==> config.mk <==
export PLATFORM = sky130hd
export DESIGN_NAME = run_event_counter
export DESIGN_NICKNAME = d
export VERILOG_FILES = /design/src/rtl/run_event_counter.sv
export SDC_FILE = /design/constraint.sdc
export NUM_CORES = 1
export LEC_CHECK = 0
export BUFFER_PORTS_ARGS = -buffer_cell sky130_fd_sc_hd__buf_4
export CORE_MARGIN = 10
export CORE_UTILIZATION = 35
export DETAILED_ROUTE_END_ITERATION = 12
export GPL_ROUTABILITY_DRIVEN = 0
export PLACE_DENSITY = 0.59
export SYNTH_ARGS = -nofsm -noshare
export SYNTH_HDL_FRONTEND = slang
export SYNTH_SLANG_ARGS = --single-unit
export TNS_END_PERCENT = 10
==> constraint.sdc <==
create_clock -name CLK -period 6 [get_ports CLK]
set_input_delay 1.2 -clock CLK [delete_from_list [all_inputs] [get_ports CLK]]
set_output_delay 1.2 -clock CLK [all_outputs]
set_load 0.02 [all_outputs]
==> src/rtl/run_event_counter.sv <==
// rtl/run_event_counter.sv - zero/one run event statistics behind the four-in-a-row detector
// Classifies detector terminal states into zero/one runs and keeps saturating counts.
module run_event_counter #(
  parameter int CNT_W = 8
) (
  input  logic             CLK,
  input  logic             res_n,
  input  logic             z,
  input  logic [3:0]       y,
  input  logic             clr,
  output logic [CNT_W-1:0] zero_cnt,
  output logic [CNT_W-1:0] one_cnt,
  output logic [CNT_W-1:0] run_len,
  output logic [CNT_W-1:0] max_run,
  output logic             evt,
  output logic             ovf,
  output logic             err
);

  localparam logic [1:0] ST_IDLE    = 2'd0;
  localparam logic [1:0] ST_IN_ZERO = 2'd1;
  localparam logic [1:0] ST_IN_ONE  = 2'd2;

  localparam logic [CNT_W-1:0] CNT_MAX   = '1;
  localparam logic [CNT_W-1:0] CNT_ONE   = CNT_W'(1);
  // A detection already implies four identical input bits.
  localparam logic [CNT_W-1:0] RUN_START = CNT_W'(4);

  logic [1:0]       state_q, state_d;
  logic [CNT_W-1:0] zero_cnt_q, zero_cnt_d;
  logic [CNT_W-1:0] one_cnt_q, one_cnt_d;
  logic [CNT_W-1:0] run_len_q, run_len_d;
  logic [CNT_W-1:0] max_run_q, max_run_d;
  logic             evt_q, evt_d;
  logic             ovf_q, ovf_d;
  logic             err_q, err_d;

  logic             is_zero, is_one, is_bad;
  logic             new_evt, cont;
  logic [CNT_W-1:0] zero_base, one_base, run_base, max_base;

  always_comb begin
    is_zero = z && (y == 4'b0100);
    is_one  = z && (y == 4'b1000);
    is_bad  = z && !is_zero && !is_one;
    new_evt = (is_zero && (state_q != ST_IN_ZERO)) || (is_one && (state_q != ST_IN_ONE));
    cont    = (is_zero && (state_q == ST_IN_ZERO)) || (is_one && (state_q == ST_IN_ONE));

    // Clear first, then let this edge's event or continuation land on top of it.
    zero_base = clr ? '0 : zero_cnt_q;
    one_base  = clr ? '0 : one_cnt_q;
    run_base  = clr ? '0 : run_len_q;
    max_base  = clr ? '0 : max_run_q;

    state_d    = state_q;
    zero_cnt_d = zero_base;
    one_cnt_d  = one_base;
    run_len_d  = run_base;
    max_run_d  = max_base;
    evt_d      = 1'b0;
    ovf_d      = clr ? 1'b0 : ovf_q;
    err_d      = (clr ? 1'b0 : err_q) | is_bad;

    if (!z || is_bad) begin
      state_d = ST_IDLE;
    end else if (is_zero) begin
      state_d = ST_IN_ZERO;
    end else begin
      state_d = ST_IN_ONE;
    end

    if (new_evt) begin
      evt_d     = 1'b1;
      run_len_d = RUN_START;
      if (is_zero) begin
        if (zero_base == CNT_MAX) ovf_d = 1'b1;
        else                      zero_cnt_d = zero_base + CNT_ONE;
      end else begin
        if (one_base == CNT_MAX) ovf_d = 1'b1;
        else                     one_cnt_d = one_base + CNT_ONE;
      end
    end

    if (cont) begin
      if (run_base == CNT_MAX) ovf_d = 1'b1;
      else                     run_len_d = run_base + CNT_ONE;
    end

    if (new_evt || cont) begin
      max_run_d = (run_len_d > max_base) ? run_len_d : max_base;
    end
  end

  always_ff @(posedge CLK or negedge res_n) begin
    if (!res_n) begin
      state_q    <= ST_IDLE;
      zero_cnt_q <= '0;
      one_cnt_q  <= '0;
      run_len_q  <= '0;
      max_run_q  <= '0;
      evt_q      <= 1'b0;
      ovf_q      <= 1'b0;
      err_q      <= 1'b0;
    end else begin
      state_q    <= state_d;
      zero_cnt_q <= zero_cnt_d;
      one_cnt_q  <= one_cnt_d;
      run_len_q  <= run_len_d;
      max_run_q  <= max_run_d;
      evt_q      <= evt_d;
      ovf_q      <= ovf_d;
      err_q      <= err_d;
    end
  end

  assign zero_cnt = zero_cnt_q;
  assign one_cnt  = one_cnt_q;
  assign run_len  = run_len_q;
  assign max_run  = max_run_q;
  assign evt      = evt_q;
  assign ovf      = ovf_q;
  assign err      = err_q;

endmodule

==> flow_metrics.py, run 1 <==
metrics = {
    "worst_setup_path": {
        "worstPathArrival_ns": 4.56,
        "critPathLaunchType": "input port",
        "reg2reg_depth": 11,
        "path_max_fanout": 42,
        "worstPathCellList": "buf_4 > nand2b_1 > inv_1 > ha_1 > and4_1 > nand3_1 > a22oi_1 > a211oi_1 > nor2_1 > ha_1 > and4_1 > a211oi_1 > o31a_1 > and2_1 > mux2i_1",
        "path_class": "in2reg",
        "crit_family": "simple AND/OR/NAND/NOR gates",
        "max_stage_delay_ns": 0.38,
        "worst_path_max_delay_cell": "a211oi_1",
        "cp_num_cells": 15,
        "worst_setup_path_end_kind": "register",
        "path_buf_inv": 2,
        "worst_ep_required_time_ns": 6.20,
    },
    "drt": {
        "ant_nets": 0,
        "vias": 1859,
        "wl_per_cell_um": 15.9,
        "drt_iter0_drc": 98,
        "drc": 0,
        "via_per_inst": 5.27,
        "wl_mm": 5.62,
        "dr.pass1.iters": 4,
    },
    "global_routing": {
        "grt_pass1_wl_mm": 9.47,
        "grt_overflow_total": 0,
        "grt_max_degree": 43,
        "grt_pass1_vias": 1965,
        "grt_usage_pct": 11.2,
        "antenna_found_initial": 0,
    },
    "timing": {
        "skew_ns": 0.00502,
        "rsz0062_at_grt": "no",
        "drv_slew": 0,
        "finalHoldViolations": 0,
        "fin_crit_sh_pct": 72.7,
        "setup_viol": 0,
        "fin_setup_tns_ns": 0,
        "min_period_ns": 4.36,
        "setup_slack_ns": 1.64,
        "max_freq_ghz": 0.229,
        "slew-limit-headroom_pct": 62.5,
        "tightest_slew_ns": 0.558,
    },
    "clocking": {
        "cts_max_level": 2,
        "clk_pin_slew_ns": 0.07,
        "cts-root-buf": "clkbuf_8",
        "cts_resized": 0,
        "ctsLongestPathBuffers": 2,
        "tritoncts": "yes",
        "clock_sinks": 37,
        "cts_buffers": 5,
        "worst_skew_pair.late_latency_ns": 0.28,
        "post-cts-setup-buffer-count": 0,
        "postCtsHoldBufs": 0,
    },
    "worst_hold_path": {
        "worstHoldPathType": "reg2reg",
        "hold_depth": 2,
    },
    "placement": {
        "placed_area_mm2": 0.00268,
        "pre_cts_ws_ns": 1.36,
        "hpwl_mm": 4.28,
        "port-buffer-count": 42,
    },
    "layout": {
        "nNetsFinal": 295,
        "final_cell_mix": "buf_4 (42), dfrtp_1 (37), nor2b_1 (17), nand2b_1 (15), nand2_1 (13)",
        "area_growth_pct": 19.7,
        "final_common_cell": "buf_4",
        "fillers": 640,
        "final_cell_area_mm2": 0.00277,
        "drive_above_1_share_pct": 22.8,
        "fin_util_pct": 43.4,
        "antennaDiodeCount": 0,
    },
    "synth": {
        "async_reset_ff_share_pct": 100,
        "synth_area_mm2": 0.00231,
        "seq_area_frac_synth_pct": 40.0,
        "yosys.cell_types.count": 55,
        "ys_seq_elements": 37,
        "synth_area_per_cell_um2": 9.89,
        "syn_inst": 234,
        "ys.warnings.count": 0,
        "ys.flop_type": "dfrtp_1",
        "synth_edf_count": 0,
        "synth_nets": 253,
    },
    "power_and_ir_drop": {
        "p_clk_share_pct": 37.3,
        "peakVddDrop_uv": 126,
        "swShare_pct": 23.2,
        "p_comb_share_pct": 8.1,
        "p_int_w": 0.000357,
        "power_frac_seq_pct": 54.6,
        "powerDensity_mw_per_mm2": 168,
        "p_leak_nw": 1.32,
        "switchingPower_w": 0.000108,
    },
    "die": {
        "core_area_mm2": 0.00639,
        "dieArea_mm2": 0.0103,
        "start_util_pct": 36.2,
        "die_h_um": 101,
        "boundaryPins": 43,
        "dieWidth_um": 101,
        "rows": 29,
    },
    "run": {
        "maxCapViolCount": 0,
    },
    "outcome": {
        "status": "completed",
    },
}
## cell families after synthesis
group / after synthesis / synth area share, %
adders and majority gates: 11 / 5.95
muxes: 6 / 2.70
AOI/OAI and AO/OA: 45 / 15.4
and+or+nand+nor: 107 / 28.1
xor gates and xnor gates: 12 / 4.54
DFF: 37 / 40.0
buffers and inverters: 16 / 3.30
## final timing paths
kind | startpoint | end | slack, ns
setup / recovery | clr | max_run[1] | 1.64
hold / removal | err | err | 0.54
setup reg to reg | state_q[1] | max_run[1] | 2.54
hold reg to reg | err | err | 0.54
max in group asynchronous | res_n | state_q[1] | 4.79
min in group asynchronous | res_n | one_cnt[2] | 0.88
## Yosys cell counts (3+ instances only)
master     n  share of area [%]
nor3_1     8                1.7
nand3b_1   3               0.97
and3_1     3               0.81
nand2b_1  15                4.1
nor2b_1   17                4.6
mux2i_1    4                1.7
o21ai_0    4               0.87
ha_1      11                5.9
a21oi_1    8                1.7
and2_1     3               0.81
clkbuf_1   3               0.49
o21ai_1    3               0.65
dfrtp_1   37                 40
a211oi_1   6                1.9
and4_1     5                1.9
nand3_1   11                2.4
nand2_1   13                2.1
xnor2_1    9                3.4
xor2_1     3                1.1
inv_1      9                1.5
nor2_1    10                1.6
nor2_2     3               0.81
## worst register-to-register path: cells and delay by family (launching register included)
kind	cells	cell delay (ns)
multiplexers	1	0.22
AO/OA/AOI/OAI	5	1.47
flip-flops	1	0.41
AND/OR/NAND/NOR	3	0.83
buffers and inverters	1	0.12
adder cells (fa/ha/maj)	1	0.33
## layout make-up
type | instances | area, um2 | share of cell area, %
Multi-Input combinational cell | 181 | 1310 | 47.4
Sequential cell | 37 | 926 | 33.4
Timing Repair Buffer | 42 | 315 | 11.4
Tap cell | 77 | 96.3 | 3.48
Clock buffer | 7 | 86.3 | 3.12
Inverter | 9 | 33.8 | 1.22
## flip-flops by register name, summed over array words and instances, names as in the netlist
| register | count |
|---|---|
| err | 1 |
| evt | 1 |
| max_run | 8 |
| one_cnt | 8 |
| ovf | 1 |
| run_len | 8 |
| state_q | 2 |
| zero_cnt | 8 |
## per-stage QoR
stage	total power, W	hold slack [ns]	std cells
floorplan	0.000279	0.606	234
CTS	0.000475	0.542	353
finish	0.000465	0.540	353
global route	0.000484	0.597	353
global placement	0.000297	0.535	346
detailed placement	0.000297	0.530	346
## power groups by stage
stage                     clock network, W  logic [W]  registers [W]
final                             0.000173  0.0000375       0.000254
after floorplan                          0  0.0000172       0.000262
after detailed placement                 0  0.0000383       0.000259
after global placement                   0  0.0000381       0.000259
after global routing              0.000188  0.0000422       0.000254
after CTS                         0.000183  0.0000383       0.000254
## per-layer routing
metal  up-vias  global-route usage, %  wire length (um)
li1        934                      -                 -
met5         -                      0                 0
met2        37                   17.9              2620
met3         9                   3.95               361
met4         0                   4.72               137
met1       879                   13.4              2500
Power figures use the tool's default switching activity.
==> run 2: changes to the inputs <==
--- a/config.mk
+++ b/config.mk
@@ -10,7 +10,7 @@
 export CORE_UTILIZATION = 35
 export DETAILED_ROUTE_END_ITERATION = 12
 export GPL_ROUTABILITY_DRIVEN = 0
-export PLACE_DENSITY = 0.59
+export PLACE_DENSITY = 0.61
 export SYNTH_ARGS = -nofsm -noshare
 export SYNTH_HDL_FRONTEND = slang
 export SYNTH_SLANG_ARGS = --single-unit
==> constraint.sdc (replaced) <==
create_clock -name CLK -period 4 [get_ports CLK]
set_input_delay 0.8 -clock CLK [delete_from_list [all_inputs] [get_ports CLK]]
set_output_delay 0.8 -clock CLK [all_outputs]
set_load 0.02 [all_outputs]
==> flow_metrics.py, run 2 (synthesized netlist as in run 1, its figures left out) <==
metrics = {
    "clocking": {
        "cts_buffers": 5,
        "cts_max_level": 2,
        "cts_resized": 0,
        "ctsLongestPathBuffers": 2,
        "cts-root-buf": "clkbuf_8",
        "post-cts-setup-buffer-count": 0,
        "worst_skew_pair.late_latency_ns": 0.29,
        "postCtsHoldBufs": 0,
        "tritoncts": "yes",
        "clock_sinks": 37,
        "clk_pin_slew_ns": 0.07,
    },
    "global_routing": {
        "grt_pass1_vias": 1957,
        "grt_overflow_total": 0,
        "antenna_found_initial": 0,
        "grt_usage_pct": 11.7,
        "grt_pass1_wl_mm": 9.75,
        "grt_max_degree": 38,
    },
    "worst_setup_path": {
        "worst_setup_path_end_kind": "register",
        "worstPathArrival_ns": 3.90,
        "crit_family": "simple AND/OR/NAND/NOR gates",
        "worstPathCellList": "buf_4 > nand2b_1 > inv_1 > ha_1 > and4_1 > nand3_1 > a22oi_1 > a211oi_2 > nor2_1 > ha_1 > and4_1 > a211oi_1 > o31a_1 > and2_1 > mux2i_1",
        "path_buf_inv": 2,
        "path_max_fanout": 13,
        "critPathLaunchType": "input port",
        "worst_ep_required_time_ns": 4.21,
        "path_class": "in2reg",
        "max_stage_delay_ns": 0.33,
        "worst_path_max_delay_cell": "a22oi_1",
        "r2r_start": "run_len[1]",
        "cp-startpoint": "clr",
        "r2r_slack_ns": 0.63,
    },
    "drt": {
        "drc": 0,
        "drt-met1-wl_mm": 2.71,
        "vias": 1938,
        "wl_met3_um": 371,
        "ant_nets": 0,
        "met2WireLength_mm": 2.83,
        "wl_mm": 5.95,
        "drt_iter0_drc": 87,
        "top_layer_used": "met4",
        "dr.pass1.iters": 4,
        "wl_per_cell_um": 16.6,
        "via_per_inst": 5.40,
    },
    "placement": {
        "dp.cells": 352,
        "port-buffer-count": 42,
        "hpwl_mm": 4.57,
    },
    "timing": {
        "tightest_slew_ns": 0.632,
        "min_period_ns": 3.69,
        "rsz0062_at_grt": "no",
        "slew-limit-headroom_pct": 57.6,
        "skew_ns": 0.00658,
        "max_freq_ghz": 0.271,
        "fin_crit_sh_pct": 92.3,
        "finalHoldViolations": 0,
        "fin_setup_tns_ns": 0,
        "hold_slack_ns": 0.459,
        "setup_viol": 0,
        "drv_slew": 0,
    },
    "power_and_ir_drop": {
        "p_int_w": 0.000537,
        "switchingPower_w": 0.000171,
        "power.total_w": 0.000708,
        "p_clk_share_pct": 37.8,
        "p_comb_share_pct": 8.4,
        "power_frac_seq_pct": 53.8,
        "powerDensity_mw_per_mm2": 251,
        "swShare_pct": 24.1,
        "p_leak_nw": 1.35,
        "peakVddDrop_uv": 172,
    },
    "layout": {
        "fin_util_pct": 44.2,
        "nNetsFinal": 301,
        "seq_area_um2": 926,
        "fillers": 637,
        "antennaDiodeCount": 0,
        "multi_input_area_mm2": 0.00132,
        "final_common_cell": "buf_4",
        "fin_cells": 359,
        "final_cell_mix": "buf_4 (48), dfrtp_1 (37), nor2b_1 (17), nand2b_1 (15), nand2_1 (13)",
        "area_growth_pct": 22.1,
        "drive_above_1_share_pct": 25.2,
    },
    "run": {
        "maxCapViolCount": 0,
    },
    "outcome": {
        "status": "completed",
    },
    "die": {
        "rows": 29,
        "dieArea_mm2": 0.0103,
        "dieWidth_um": 101,
        "die_h_um": 101,
        "start_util_pct": 36.2,
        "core_area_mm2": 0.00639,
        "boundaryPins": 43,
    },
    "worst_hold_path": {
        "worstHoldPathType": "in2async",
    },
}
run 2: cell types whose count changed in the layout (fill, tap and decap cells not counted):
cell	change
a211oi_2	+2
a211oi_1	-2
buf_4	+6
run 2: layout make-up:
| class | instances | share of cell area [%] |
|---|---|---|
| tap | 77 | 3.41 |
| inverter | 9 | 1.20 |
| sequential | 37 | 32.8 |
| multi-input combinational | 181 | 46.8 |
| timing repair buffer | 48 | 12.8 |
| clock buffer | 7 | 3.06 |
run 2: stage by stage:
| step | area (um2) | setup WS, ns |
|---|---|---|
| final | 2820 | 0.309 |
| after global routing | 2820 | 0.0320 |
| after CTS | 2810 | 0.252 |
| after detailed placement | 2730 | 0.00378 |
| after global placement | 2730 | 0.0243 |
| after floorplan | 2310 | 0.218 |
run 2: layer usage:
layer  vias up  global-route usage [%]
li1        947                       -
met1       930                    14.4
met2        54                    19.0
met3         7                    3.81
met4         0                    3.22
met5         -                       0
run 2: final timing paths:
path	endpoint	depth (start not counted)
max in group asynchronous	max_run[0]	1
min in group CLK	err	2
hold / removal	one_cnt[0]	1
setup reg to reg	max_run[1]	14
setup / recovery	max_run[1]	15
hold reg to reg	err	2
run 2: power groups by stage:
| stage | logic (W) | clock network, W | registers (W) |
|---|---|---|---|
| global route | 0.0000654 | 0.000293 | 0.000382 |
| floorplan | 0.0000258 | 0 | 0.000392 |
| detailed placement | 0.0000598 | 0 | 0.000388 |
| finish | 0.0000593 | 0.000268 | 0.000381 |
| global placement | 0.0000589 | 0 | 0.000389 |
| CTS | 0.0000601 | 0.000273 | 0.000381 |
run 2: worst reg2reg max path: cells and delay by family (launching register included):
kind | cells | cell delay, ns
fa+ha+maj | 2 | 0.54
flops | 1 | 0.40
simple gates | 6 | 1.08
mux | 1 | 0.21
buf+inv | 1 | 0.05
compound gates | 4 | 1.01
==> run 3: changes to the inputs <==
--- a/config.mk
+++ b/config.mk
@@ -6,11 +6,11 @@
 export NUM_CORES = 1
 export LEC_CHECK = 0
 export BUFFER_PORTS_ARGS = -buffer_cell sky130_fd_sc_hd__buf_4
+export CORE_ASPECT_RATIO = 1.75
 export CORE_MARGIN = 10
 export CORE_UTILIZATION = 35
 export DETAILED_ROUTE_END_ITERATION = 12
 export GPL_ROUTABILITY_DRIVEN = 0
-export PLACE_DENSITY = 0.61
 export SYNTH_ARGS = -nofsm -noshare
 export SYNTH_HDL_FRONTEND = slang
 export SYNTH_SLANG_ARGS = --single-unit
==> flow_metrics.py, run 3 (synthesized netlist as in run 1, its figures left out) <==
metrics = {
    "die": {
        "dieWidth_um": 81.5,
        "rows": 39,
        "start_util_pct": 35.6,
        "boundaryPins": 43,
        "dieArea_mm2": 0.0104,
        "die_h_um": 128,
        "core_area_mm2": 0.00649,
    },
    "worst_setup_path": {
        "worst_path_max_delay_cell": "o31a_1",
        "worst_ep_required_time_ns": 4.19,
        "worst_setup_path_end_kind": "register",
        "max_stage_delay_ns": 0.33,
        "crit_family": "simple AND/OR/NAND/NOR gates",
        "worstPathCellList": "buf_4 > nand2b_1 > inv_1 > ha_1 > and4_1 > and3_1 > nor2_1 > o31a_1 > nor2_1 > ha_1 > and4_1 > a211oi_1 > o31a_1 > and2_1 > mux2i_1",
        "path_buf_inv": 2,
        "worstPathArrival_ns": 3.91,
        "path_class": "in2reg",
        "path_max_fanout": 5,
        "critPathLaunchType": "input port",
    },
    "placement": {
        "port-buffer-count": 42,
        "pre_cts_ws_ns": -0.0383,
        "hpwl_mm": 4.81,
        "dp.cells": 358,
    },
    "timing": {
        "setup_slack_ns": 0.285,
        "min_period_ns": 3.72,
        "finalHoldViolations": 0,
        "skew_ns": 0.00220,
        "drv_slew": 0,
        "setup_viol": 0,
        "max_freq_ghz": 0.269,
        "fin_crit_sh_pct": 92.9,
        "hold_slack_ns": 0.488,
        "rsz0062_at_grt": "no",
        "slew-limit-headroom_pct": 66.0,
        "tightest_slew_ns": 0.510,
    },
    "global_routing": {
        "grt_pass1_wl_mm": 9.95,
        "grt_usage_pct": 12.2,
        "grt_max_degree": 38,
        "antenna_found_initial": 0,
        "grt_pass1_vias": 2010,
        "grt_overflow_total": 0,
    },
    "layout": {
        "fin_cells": 366,
        "fillers": 638,
        "seq_area_um2": 926,
        "multi_input_area_mm2": 0.00132,
        "antennaDiodeCount": 0,
        "drive_above_1_share_pct": 25.4,
        "final_cell_mix": "buf_4 (49), dfrtp_1 (37), nor2b_1 (17), nand2b_1 (15), nand2_1 (13)",
        "nNetsFinal": 302,
        "final_common_cell": "buf_4",
        "area_growth_pct": 24.7,
    },
    "outcome": {
        "status": "completed",
    },
    "clocking": {
        "cts_max_level": 2,
        "cts_resized": 0,
        "clk_pin_slew_ns": 0.06,
        "worst_skew_pair.late_latency_ns": 0.28,
        "ctsLongestPathBuffers": 2,
        "tritoncts": "yes",
        "post-cts-setup-buffer-count": 0,
        "postCtsHoldBufs": 0,
        "cts_buffers": 5,
        "clock_sinks": 37,
        "cts-root-buf": "clkbuf_16",
    },
    "power_and_ir_drop": {
        "p_leak_nw": 1.38,
        "peakVddDrop_uv": 184,
        "powerDensity_mw_per_mm2": 286,
    },
    "drt": {
        "ant_nets": 0,
        "vias": 1959,
        "wl_mm": 6.23,
        "wl_per_cell_um": 17.0,
        "drc": 0,
        "via_per_inst": 5.35,
        "drt_iter0_drc": 126,
        "dr.pass1.iters": 4,
    },
    "worst_hold_path": {
        "worstHoldPathType": "in2async",
    },
    "run": {
        "maxCapViolCount": 0,
    },
}
## run 3: cell types whose count changed in the layout (fill, tap and decap cells not counted), sizes merged
| cell | before | now |
|---|---|---|
| clkbuf | 7 | 6 |
| clkinv | 0 | 2 |
| buf | 48 | 49 |
## run 3: layer usage
layer  vias to the layer above  global-route usage [%]  part of all wire, %
li1                        949                       -                    -
met1                       958                    12.5                   39
met2                        37                    21.7                   54
met3                        15                    2.60                  3.9
met4                         0                    7.16                  3.6
met5                         -                       0                    0
## run 3: cell type report
| class | count | share of cell area (%) |
|---|---|---|
| clock buffers | 6 | 4.47 |
| clock inverters | 2 | 0.347 |
| inverters | 9 | 1.17 |
| multi-input cells | 181 | 45.6 |
| flip-flops and latches | 37 | 32.1 |
| well taps | 82 | 3.56 |
| repair buffers | 49 | 12.7 |
## run 3: where the power goes
part	leakage (nW)	total (W)	internal, W	switching (W)
Combinational	0.795	0.0000608	0.0000239	0.0000369
Clock	0.0706	0.000383	0.000229	0.000154
Sequential	0.513	0.000382	0.000378	0.00000376
## run 3: path summary, 6_finish.rpt
path | startpoint | end | slack [ns] | cells after the start
worst min register to register | ovf | ovf | 0.54 | 2
min in group CLK | ovf | ovf | 0.54 | 2
worst max register to register | run_len[1] | max_run[1] | 0.60 | 14
worst max-delay path | clr | max_run[1] | 0.28 | 15
worst min-delay path | res_n | run_len[1] | 0.49 | 1
max in group asynchronous | res_n | run_len[3] | 3.15 | 1
## run 3: per-stage QoR
| stage | instance area, um2 | TNS [ns] | util (%) | total power, W |
|---|---|---|---|---|
| floorplan | 2310 | 0 | - | 0.000418 |
| global placement | 2740 | -0.0588 | 42.2 | 0.000450 |
| detailed placement | 2740 | -0.0458 | 42.2 | 0.000450 |
| CTS | 2880 | 0 | 44.4 | 0.000839 |
| global route | 2890 | 0 | 44.5 | 0.000855 |
| finish | 2890 | 0 | 44.5 | 0.000826 |
